--- config.mk ---
export PLATFORM = sky130hd
export DESIGN_NAME = axil_apb_bridge
export DESIGN_NICKNAME = d
export VERILOG_FILES = /design/src/rtl/axil_apb_bridge.sv
export SDC_FILE = /design/constraint.sdc
export NUM_CORES = 1
export LEC_CHECK = 0
export CORE_ASPECT_RATIO = 1.75
export CORE_UTILIZATION = 43
export DETAILED_ROUTE_END_ITERATION = 10
export GPL_TIMING_DRIVEN = 0
export PLACE_DENSITY = 0.78
export SLEW_MARGIN = 20
export SYNTH_ARGS = -nofsm -noshare
export SYNTH_HDL_FRONTEND = slang
export SYNTH_SLANG_ARGS = --single-unit
export TNS_END_PERCENT = 1
--- constraint.sdc ---
create_clock -name pclk -period 2.5 [get_ports pclk]
set_clock_uncertainty 0.2 [all_clocks]
set_input_delay 0.25 -clock pclk [delete_from_list [all_inputs] [get_ports pclk]]
set_output_delay 0.25 -clock pclk [all_outputs]
set_load 0.005 [all_outputs]
--- src/rtl/axil_apb_bridge.sv ---
// AXI-Lite slave to APB master bridge: one outstanding transfer, registered B/R responses.
// Optional ACCESS-phase timeout enabled by defining AXIL_APB_BRIDGE_TIMEOUT_EN.
module axil_apb_bridge #(
    parameter int unsigned AXIL_ADDR_WIDTH = 32,
    parameter int unsigned APB_ADDR_WIDTH  = 16,
    parameter int unsigned DATA_WIDTH      = 8,
    parameter int unsigned TIMEOUT_CYCLES  = 64
) (
    input  logic                       pclk,
    input  logic                       pnreset,
    input  logic                       i_awvalid,
    input  logic [AXIL_ADDR_WIDTH-1:0] i_awaddr,
    output logic                       o_awready,
    input  logic                       i_wvalid,
    input  logic [DATA_WIDTH-1:0]      i_wdata,
    output logic                       o_wready,
    output logic                       o_bvalid,
    output logic [1:0]                 o_bresp,
    input  logic                       i_bready,
    input  logic                       i_arvalid,
    input  logic [AXIL_ADDR_WIDTH-1:0] i_araddr,
    output logic                       o_arready,
    output logic                       o_rvalid,
    output logic [DATA_WIDTH-1:0]      o_rdata,
    output logic [1:0]                 o_rresp,
    input  logic                       i_rready,
    output logic                       o_psel,
    output logic                       o_penable,
    output logic                       o_pwrite,
    output logic [APB_ADDR_WIDTH-1:0]  o_paddr,
    output logic [DATA_WIDTH-1:0]      o_pwdata,
    input  logic                       i_pready,
    input  logic [DATA_WIDTH-1:0]      i_prdata
);

    typedef enum logic [1:0] {StIdle, StSetup, StAccess, StResp} state_e;

    state_e                     state_q, state_d;
    logic                       rdy_q;
    logic                       aw_full_q, aw_full_d, w_full_q, w_full_d, ar_full_q, ar_full_d;
    logic [AXIL_ADDR_WIDTH-1:0] aw_addr_q, aw_addr_d, ar_addr_q, ar_addr_d;
    logic [DATA_WIDTH-1:0]      w_data_q, w_data_d;
    logic                       dir_wr_q, dir_wr_d, prio_wr_q, prio_wr_d;
    logic                       psel_q, psel_d, penable_q, penable_d, pwrite_q, pwrite_d;
    logic [APB_ADDR_WIDTH-1:0]  paddr_q, paddr_d;
    logic [DATA_WIDTH-1:0]      pwdata_q, pwdata_d, rdata_q, rdata_d;
    logic                       bvalid_q, bvalid_d, rvalid_q, rvalid_d;
    logic [1:0]                 bresp_q, bresp_d, rresp_q, rresp_d;
    logic                       aw_hs, w_hs, ar_hs, wr_elig, rd_elig, pick_wr;

    // Readies open one cycle after reset release so every output is 0 while in reset.
    assign o_awready = rdy_q & ~aw_full_q;
    assign o_wready  = rdy_q & ~w_full_q;
    assign o_arready = rdy_q & ~ar_full_q;
    assign aw_hs     = i_awvalid & o_awready;
    assign w_hs      = i_wvalid & o_wready;
    assign ar_hs     = i_arvalid & o_arready;

    assign o_psel    = psel_q;
    assign o_penable = penable_q;
    assign o_pwrite  = pwrite_q;
    assign o_paddr   = paddr_q;
    assign o_pwdata  = pwdata_q;
    assign o_bvalid  = bvalid_q;
    assign o_bresp   = bresp_q;
    assign o_rvalid  = rvalid_q;
    assign o_rdata   = rdata_q;
    assign o_rresp   = rresp_q;

    // Upper address bits are captured but never forwarded to APB.
    logic unused_addr;
    assign unused_addr = ^{aw_addr_q, ar_addr_q};

`ifdef AXIL_APB_BRIDGE_TIMEOUT_EN
    localparam int unsigned CntW = $clog2(TIMEOUT_CYCLES + 1);
    logic [CntW-1:0] cnt_q, cnt_d;
`else
    logic unused_timeout;
    assign unused_timeout = (TIMEOUT_CYCLES == 0);
`endif

    always_comb begin
        state_d   = state_q;
        aw_full_d = aw_full_q | aw_hs;
        w_full_d  = w_full_q | w_hs;
        ar_full_d = ar_full_q | ar_hs;
        aw_addr_d = aw_hs ? i_awaddr : aw_addr_q;
        w_data_d  = w_hs ? i_wdata : w_data_q;
        ar_addr_d = ar_hs ? i_araddr : ar_addr_q;
        dir_wr_d  = dir_wr_q;
        prio_wr_d = prio_wr_q;
        psel_d    = psel_q;
        penable_d = penable_q;
        pwrite_d  = pwrite_q;
        paddr_d   = paddr_q;
        pwdata_d  = pwdata_q;
        bvalid_d  = bvalid_q;
        bresp_d   = bresp_q;
        rvalid_d  = rvalid_q;
        rresp_d   = rresp_q;
        rdata_d   = rdata_q;
        // A request handshaking this cycle is eligible at once, giving SETUP one cycle later.
        wr_elig   = aw_full_d & w_full_d;
        rd_elig   = ar_full_d;
        pick_wr   = wr_elig & (~rd_elig | prio_wr_q);
`ifdef AXIL_APB_BRIDGE_TIMEOUT_EN
        cnt_d     = cnt_q;
`endif
        unique case (state_q)
            StIdle: begin
                if (wr_elig || rd_elig) begin
                    dir_wr_d = pick_wr;
                    psel_d   = 1'b1;
                    pwrite_d = pick_wr;
                    paddr_d  = pick_wr ? aw_addr_d[APB_ADDR_WIDTH-1:0]
                                       : ar_addr_d[APB_ADDR_WIDTH-1:0];
                    pwdata_d = pick_wr ? w_data_d : '0;
                    state_d  = StSetup;
`ifdef AXIL_APB_BRIDGE_TIMEOUT_EN
                    cnt_d    = '0;
`endif
                end
            end
            StSetup: begin
                penable_d = 1'b1;
                state_d   = StAccess;
            end
            StAccess: begin
                if (i_pready) begin
                    psel_d    = 1'b0;
                    penable_d = 1'b0;
                    state_d   = StResp;
                    if (dir_wr_q) begin
                        aw_full_d = 1'b0;
                        w_full_d  = 1'b0;
                        bvalid_d  = 1'b1;
                        bresp_d   = 2'b00;
                    end else begin
                        ar_full_d = 1'b0;
                        rvalid_d  = 1'b1;
                        rresp_d   = 2'b00;
                        rdata_d   = i_prdata;
                    end
                end
`ifdef AXIL_APB_BRIDGE_TIMEOUT_EN
                else if (cnt_q == CntW'(TIMEOUT_CYCLES - 1)) begin
                    psel_d    = 1'b0;
                    penable_d = 1'b0;
                    state_d   = StResp;
                    if (dir_wr_q) begin
                        aw_full_d = 1'b0;
                        w_full_d  = 1'b0;
                        bvalid_d  = 1'b1;
                        bresp_d   = 2'b10;
                    end else begin
                        ar_full_d = 1'b0;
                        rvalid_d  = 1'b1;
                        rresp_d   = 2'b10;
                        rdata_d   = '0;
                    end
                end else begin
                    cnt_d = cnt_q + 1'b1;
                end
`endif
            end
            StResp: begin
                if (dir_wr_q && i_bready) begin
                    bvalid_d  = 1'b0;
                    prio_wr_d = 1'b0;
                    state_d   = StIdle;
                end else if (!dir_wr_q && i_rready) begin
                    rvalid_d  = 1'b0;
                    prio_wr_d = 1'b1;
                    state_d   = StIdle;
                end
            end
            default: state_d = StIdle;
        endcase
    end

    always_ff @(posedge pclk or negedge pnreset) begin
        if (!pnreset) begin
            state_q   <= StIdle;
            rdy_q     <= 1'b0;
            aw_full_q <= 1'b0;
            w_full_q  <= 1'b0;
            ar_full_q <= 1'b0;
            aw_addr_q <= '0;
            w_data_q  <= '0;
            ar_addr_q <= '0;
            dir_wr_q  <= 1'b0;
            prio_wr_q <= 1'b1;
            psel_q    <= 1'b0;
            penable_q <= 1'b0;
            pwrite_q  <= 1'b0;
            paddr_q   <= '0;
            pwdata_q  <= '0;
            bvalid_q  <= 1'b0;
            bresp_q   <= 2'b00;
            rvalid_q  <= 1'b0;
            rresp_q   <= 2'b00;
            rdata_q   <= '0;
`ifdef AXIL_APB_BRIDGE_TIMEOUT_EN
            cnt_q     <= '0;
`endif
        end else begin
            state_q   <= state_d;
            rdy_q     <= 1'b1;
            aw_full_q <= aw_full_d;
            w_full_q  <= w_full_d;
            ar_full_q <= ar_full_d;
            aw_addr_q <= aw_addr_d;
            w_data_q  <= w_data_d;
            ar_addr_q <= ar_addr_d;
            dir_wr_q  <= dir_wr_d;
            prio_wr_q <= prio_wr_d;
            psel_q    <= psel_d;
            penable_q <= penable_d;
            pwrite_q  <= pwrite_d;
            paddr_q   <= paddr_d;
            pwdata_q  <= pwdata_d;
            bvalid_q  <= bvalid_d;
            bresp_q   <= bresp_d;
            rvalid_q  <= rvalid_d;
            rresp_q   <= rresp_d;
            rdata_q   <= rdata_d;
`ifdef AXIL_APB_BRIDGE_TIMEOUT_EN
            cnt_q     <= cnt_d;
`endif
        end
    end

endmodule

# Yosys cells after proc, flatten, opt, wreduce, memory -nomap -nowiden
# Cells that the tools add are included.
# word_totals
word_cells	96
out_inout_bits	44
input_bits	88
regBits	84
# classes
reduce_logical	17
bitwise_logic	17
n_eq_ne	11
n_mux	34
# ops
op	count
2-to-1 mux 16 bit	3
2-to-1 mux 1 bit	20
2-to-1 mux 8 bit	2
!= test 2 bit, second input constant	7
AND reduction 3 bit	3
bitwise AND 1 bit	8
2-to-1 mux 2 bit	4
case mux 1 bit (2 select lines)	4
case mux 2 bit (4 select lines)	1
nonzero test 2 bit	4
AND reduction 2 bit	3
NOT 1 bit	5
AND reduction 5 bit	1
equality test 2 bit, second input constant	2
bitwise OR 1 bit	4
AND reduction 4 bit	1
!= test 3 bit, second input constant	1
equality test 2 x 1 -> 1 bit, second input constant	1
logical AND 1 bit	2
logical NOT 2 bit	1
logical NOT 1 bit	1
logical OR 1 bit	1

# Depth between registers and ports, before layout
# Gate-level depths: netlist of run 1.
# depth
ltp_word	8
depth_mapped	7
ltp_nobuf	6

# Least setup slack after synthesis of run 1
# OpenSTA, ideal clock, no wires.
# synth_timing
kind	register to register
startpoint	register state_q[0]
endpoint	register rdata_q[0] (netlist: o_rdata[0])
n_path_buf	2
period_less_slack_ns	1.909
setup_slack_ns	0.591
path_stages_with_launch	8
arrival_time_ns	1.584
path_cell_list	dfrtp_1 -> inv_1 -> ha_1 -> buf_2 -> nand2_1 -> or2_2 -> clkbuf_1 -> mux2_2
# synth_via
elab_chain_cells	2
# synth_rtl
element	line_no	text
start, declared	38	state_e state_q, state_d;
start signal, assigned	183	state_q <= StIdle;
start signal, assigned	207	state_q <= state_d;
equality test 2 bit	109	unique case (state_q)
AND reduction 3 bit (no line)	-	
end signal, assigned	226	rdata_q <= rdata_d;
end, declared	46	logic [DATA_WIDTH-1:0] pwdata_q, pwdata_d, rdata_q, rdata_d;
# No other way between the ends.
# A chain may end at the register's enable or synchronous reset.

# Worst setup path in the final report of run 1
# layout_timing
startpoint	register state_q[0]
endpoint	register rdata_q[1] (netlist: o_rdata[1])
# The elaborated chain is that of the path after synthesis.

==> results_dict.tcl, run 1 <==
set metrics [dict create \
    num-fill-cells 644 \
    postSynthCellCount 260 \
    power_density_mw_per_mm2 1240 \
    max_stage_delay_ps 400 \
    die_area_mm2 0.00871 \
    routed_wl_um 7400 \
    first_iter_violations 110 \
    synth_warnings 0 \
    vias_per_cell 5.07 \
    grt_pass1_wl_um 11900 \
    cts_root_buf "clkbuf_16" \
    crit_path_cell_trace "inv_1 > ha_1 > buf_2 > nand2_1 > or2_2 > clkbuf_1 > mux2_2" \
    switchingPower_uw 1800 \
    path_delay_family "buffers and inverters" \
    syn_area_per_cell_um2 13.8 \
    clk_pin_slew_ps 60 \
    overflow 0 \
    grt_pass1_vias 2505 \
    clock_sinks 84 \
    vias 2359 \
    ir_drop_v 0.000647 \
    cp.arrival_ps 2150 \
    p_leak_uw 0.00238 \
    die_w_um 71.0 \
    crit_fanout 9 \
    worst_pin_slew_ps 539 \
    cts_tree "built" \
    hp-class "in2reg" \
    period_needed_ps 2140 \
    io_buffer_count 94 \
    grt_usage_pct 18.4 \
    p_int_uw 4370 \
    post_cts_resized 0 \
    drive_gt1_share_pct 22.9 \
    comb_power_share_pct 40.7 \
    area_delta_synth_final_pct 39.4 \
    async_flop_share_pct 100 \
    synthFlopType "dfrtp_1" \
    rows 43 \
    initial_utilization_pct 44.6 \
    final_area_mm2 0.00499 \
    drc 7 \
    dp_hpwl_um 5350 \
    rsz0062_at_grt "no" \
    setup_violations 0 \
    seqPwrFrac_pct 36.6 \
    h-tree-depth 3 \
    antenna_found_initial 0 \
    die_h_um 123 \
    clkLatencyLatePin_ps 330 \
    violations "DRC" \
    period_share_pct 85.5 \
    finalHoldViolations 0 \
    critPathBufInv 3 \
    max-slew-margin-rel_pct 64.1 \
    status "finished with violations" \
    drv_cap 0 \
    first_pass_iters 7 \
    post_cts_buffers 0 \
    required_ps 2510 \
    diodes 0 \
    finalMaxSlewViolations 0 \
    critPathLaunchType "register" \
    cp-end-kind "register" \
    synthesis.area_mm2 0.00358 \
    finalNetCount 463 \
    holdWs_ps 49.2 \
    cts_inserted_buffers 9 \
    clk_path_buf_depth 2 \
    path_class "reg2reg" \
    wl_per_cell_um 15.9 \
    place_area_mm2 0.00466 \
    ioPinCount 132 \
    antenna_left 0 \
    crit_slowest_cell "dfrtp_1" \
    yosysUniqueCellTypes 33 \
    synth_seq_area_share_pct 58.8 \
    synth_enable_flop_cells 0 \
    place_congestion 0.741 \
    fin_setup_tns_ps 0 \
    grt_start_max_net_pins 45 \
    p_clk_share_pct 22.7 \
    p_sw_share_pct 29.2 \
    core_area_mm2 0.00802 \
    fmax_ghz 0.468 \
    synth-seq-cells 84 \
]
-- state kept, by name, summed over array words and instances, names as in the netlist, 2 cells and up --
register	count
o_pwdata	8
o_rdata	8
aw_addr_q	16
ar_addr_q	16
o_paddr	16
w_data_q	8
state_q	2
-- cell usage in the layout, fill, tap and decap left out, types with 3 or more instances in the layout --
| cell | instances |
|---|---|
| clkdlybuf4s50_1 | 93 |
| dfrtp_1 | 83 |
| mux2_2 | 49 |
| mux2i_1 | 34 |
| inv_1 | 22 |
| a22o_1 | 9 |
| clkbuf_16 | 9 |
| nand2_1 | 7 |
| buf_4 | 6 |
| buf_2 | 5 |
| ha_1 | 5 |
| conb_1 | 5 |
| nor2b_1 | 4 |
| a21oi_1 | 4 |
| o21ai_0 | 4 |
| buf_6 | 3 |
| clkinv_2 | 3 |
-- worst reg2reg max path, stage by stage, from the launching register on --
cell and delay, ps:
dfrtp_1 400, inv_1 130, ha_1 150, buf_2 180
nand2_1 90, or2_2 280, clkbuf_1 240, mux2_2 340
-- synth_stat cells (2+ instances only) --
| library cell | count | area, µm² |
|---|---|---|
| a21o_1 | 2 | 15.0 |
| a21oi_1 | 4 | 20.0 |
| a22o_1 | 9 | 78.8 |
| a31oi_1 | 2 | 12.5 |
| buf_2 | 5 | 25.0 |
| buf_4 | 5 | 37.5 |
| buf_6 | 3 | 33.8 |
| conb_1 | 2 | 7.51 |
| dfrtp_1 | 83 | 2080 |
| ha_1 | 5 | 62.6 |
| inv_1 | 22 | 82.6 |
| mux2_2 | 49 | 552 |
| mux2i_1 | 34 | 340 |
| nand2_1 | 7 | 26.3 |
| nand3b_2 | 2 | 22.5 |
| nor2_1 | 2 | 7.51 |
| nor2b_1 | 4 | 25.0 |
| o21ai_0 | 4 | 20.0 |
| or2_2 | 2 | 12.5 |
-- cell families (layout without fill, tap and decap cells) --
kind of cell	Yosys count	after routing	share of synthesized area (%)
AOI/OAI and AO/OA	26	26	5.21
adders and majority gates	5	5	1.75
buffers and inverters	37	149	5.24
DFF	84	84	58.8
muxes	83	83	24.9
other	2	5	0.210
and+or+nand+nor	23	23	3.88
-- worst paths after layout --
path,start,end,slack [ps],depth (start not counted)
min in group asynchronous,pnreset,ar_addr_q[7]$_DFF_PN0_,250,2
min reg2reg,prio_wr_q$_DFFE_PN1P_,prio_wr_q$_DFFE_PN1P_,290,2
max reg2reg,state_q[0]$_DFFE_PN0P_,o_rdata[1]$_DFFE_PN0P_,360,7
max in group asynchronous,pnreset,o_paddr[1]$_DFFE_PN0P_,1220,3
max,state_q[0]$_DFFE_PN0P_,o_rdata[1]$_DFFE_PN0P_,360,7
min,i_pready,o_penable$_DFFE_PN0P_,50,2
-- area by class of cell --
cell class / instances / area, µm² / share of cell area [%]
repair buffers: 96 / 968 / 19.4
inverters: 22 / 82.6 / 1.66
well taps: 90 / 113 / 2.26
multi-input cells: 142 / 1300 / 26.0
plain buffers: 15 / 105 / 2.11
flip-flops and latches: 84 / 2100 / 42.2
clock inverters: 5 / 75.1 / 1.50
clock buffers: 11 / 243 / 4.87
-- through the flow --
step / total power [µW] / worst slack, ps / utilization [%] / instances
global route: 6550 / 182 / 62.2 / 465
detailed placement: 4820 / 159 / 58.1 / 448
CTS: 6250 / 351 / 62.2 / 465
floorplan: 3770 / 591 / - / 263
global placement: 4700 / -1960 / 57.9 / 447
finish: 6170 / 362 / 62.2 / 465
-- power by group through the flow --
stage / logic (µW) / registers, µW / clock network, µW
6_report: 2510 / 2260 / 1400
5_1_grt: 2740 / 2330 / 1480
4_1_cts: 2560 / 2270 / 1430
3_5_place_dp: 2530 / 2290 / 0
3_3_place_gp: 2450 / 2250 / 0
2_1_floorplan: 1520 / 2250 / 0
-- repair_timing --
| item | CTS | global route |
|---|---|---|
| setup endpoints to repair | 0 | 0 |
| hold buffers | 1 | 0 |
| hold endpoints to repair | 39 | 0 |
-- layer usage --
layer  up-vias  wire length [µm]  share of wire (%)  track usage (%)
li1       1098                 -                  -                -
met1      1178              2770                 38             19.6
met2        71              4080                 55             33.1
met3        12               410                5.5             5.09
met4         0               133                1.8             9.00
met5         -                 0                  0                0
Power figures use the tool's default switching activity.
==> run 2: changes to the inputs <==
CORE_ASPECT_RATIO = default   (was 1.75)
CTS_CLUSTER_DIAMETER = 200   (was default)
==> run 2 against run 1 <==
The flow now finishes without violations. Sequential share of layout area is 1.1 points higher. Final cell count is 2.6% higher. Die area is 0.17% lower. Clock power is 38% lower. Critical path depth stayed put. Flip-flop and latch count stayed put. Global-route usage is 0.32 points lower. Power is 8.8% lower. Critical path type unchanged. Largest cell class unchanged.
==> results_dict.tcl, run 2 (same netlist as run 1, synthesis figures left out) <==
set metrics [dict create \
    hp-class "in2reg" \
    worst_pin_slew_ps 580 \
    antenna_found_initial 0 \
    p_leak_uw 0.00230 \
    first_iter_violations 105 \
    setup_violations 0 \
    crit_fanout 9 \
    final_cell_mix "clkdlybuf4s50_1, dfrtp_1, mux2_2" \
    crit_path_cell_trace "inv_1 > ha_1 > buf_2 > nand2_1 > or2_2 > clkbuf_1 > mux2_2" \
    diodes 0 \
    grt_usage_pct 18.1 \
    status "completed" \
    vias_per_cell 4.90 \
    max_stage_delay_ps 420 \
    cp-end-kind "register" \
    fmax_ghz 0.463 \
    critPathBufInv 3 \
    layout.cells.non_filler 477 \
    die_h_um 93.2 \
    placed_cells 460 \
    final_util_pct 61.6 \
    critPathLaunchType "register" \
    cts_inserted_buffers 9 \
    finalMaxSlewViolations 0 \
    h-tree-depth 3 \
    grt_start_max_net_pins 45 \
    io_buffer_count 94 \
    first_pass_iters 4 \
    ir_drop_v 0.000546 \
    multi_input_area_mm2 0.00130 \
    cts_root_buf "clkbuf_8" \
    period_needed_ps 2160 \
    grt_pass1_wl_um 12000 \
    rsz0062_at_grt "no" \
    routed_wl_um 7340 \
    finalHoldViolations 0 \
    drv_cap 0 \
    rows 32 \
    wl_per_cell_um 15.4 \
    initial_utilization_pct 45.4 \
    place_congestion 0.777 \
    drc 0 \
    overflow 0 \
    clk_pin_slew_ps 90 \
    crit_slowest_cell "dfrtp_1" \
    die_area_mm2 0.00869 \
    max-slew-margin-rel_pct 61.3 \
    area_delta_synth_final_pct 35.8 \
    core_area_mm2 0.00789 \
    grt_pass1_vias 2423 \
    vias 2337 \
    clkLatencyLatePin_ps 350 \
    clk_path_buf_depth 2 \
    period_share_pct 86.4 \
    post_cts_resized 0 \
    dp_hpwl_um 5240 \
    hold_start "i_pready" \
    r2r_start "state_q[0]$_DFFE_PN0P_" \
    final_common_cell "clkdlybuf4s50_1" \
    seqCellArea_mm2 0.00210 \
    clock_sinks 84 \
    ioPinCount 132 \
    drive_gt1_share_pct 23.2 \
    finalNetCount 463 \
    cp.arrival_ps 2180 \
    required_ps 2520 \
    path_class "reg2reg" \
    num-fill-cells 666 \
    die_w_um 93.2 \
    cts_tree "built" \
    antenna_left 0 \
    fin_total_pwr_uw 5620 \
    crit_start "state_q[0]$_DFFE_PN0P_" \
    path_delay_family "buffers and inverters" \
    power_density_mw_per_mm2 1160 \
]
==> run 2: cell types whose count changed in the layout (fill, tap and decap cells not counted) <==
cell	previous run	this run
clkinvlp_4	0	2
clkbuf_8	1	9
clkinv_2	3	2
clkbuf_16	9	0
inv_6	0	2
clkbuf_1	2	1
bufinv_16	2	0
clkinv_4	0	1
==> run 2: worst reg2reg max path: stages (launching register included) <==
cell	delay (ps)
dfrtp_1	420
inv_1	130
ha_1	160
buf_2	190
nand2_1	90
or2_2	270
clkbuf_1	240
mux2_2	350
==> run 2: stage by stage <==
stage / instance area (µm²) / setup TNS (ps) / hold WS [ps] / worst slack [ps]
global placement: 4660 / -168560 / 277 / -2020
finish: 4860 / 0 / 32.8 / 339
detailed placement: 4680 / 0 / 89.5 / 221
CTS: 4860 / 0 / 15.8 / 330
global route: 4860 / 0 / 56.0 / 183
floorplan: 3590 / 0 / -246 / 591
==> run 2: final timing paths <==
kind,to,slack (ps),cells after the start
worst max register to register,o_rdata[4]$_DFFE_PN0P_,340,7
worst min-delay path,w_full_q$_DFF_PN0_,30,2
min in group asynchronous,o_rdata[1]$_DFFE_PN0P_,250,2
max in group asynchronous,o_paddr[5]$_DFFE_PN0P_,1220,3
worst max-delay path,o_rdata[4]$_DFFE_PN0P_,340,7
worst min register to register,w_data_q[7]$_DFF_PN0_,300,1
==> run 2: final cells by class <==
type | instances | area share [%]
Multi-Input combinational cell | 142 | 26.7
Buffer | 15 | 2.16
Inverter | 22 | 1.70
Sequential cell | 84 | 43.3
Timing Repair Buffer | 96 | 19.9
Clock inverter | 7 | 1.06
Clock buffer | 9 | 2.55
Tap cell | 102 | 2.63
==> run 2: report_power, final <==
| part | leakage (µW) | internal, µW | switching (µW) |
|---|---|---|---|
| Sequential | 0.00101 | 2010 | 251 |
| Clock | 0.0000860 | 366 | 501 |
| Combinational | 0.00121 | 1460 | 1040 |
| Total | 0.00230 | 3830 | 1790 |
==> run 2: layer usage <==
metal	vias to the layer above	wire (µm)	track usage (%)
met3	9	218	2.28
met4	0	93	6.92
met1	1178	3220	24.2
met2	49	3810	30.0
met5	-	0	0
li1	1101	-	-
==> run 2: timing repair <==
item                                   in CTS  in global routing
endpoints found under the hold margin      42                  0
hold buffers                                1                  0
setup buffers                               0                  0
==> run 3: changes to the inputs <==
SKIP_LAST_GASP = 1   (was default)
==> results of run 3 <==
The final DEF is identical to that of run 2; final timing and power are the same.
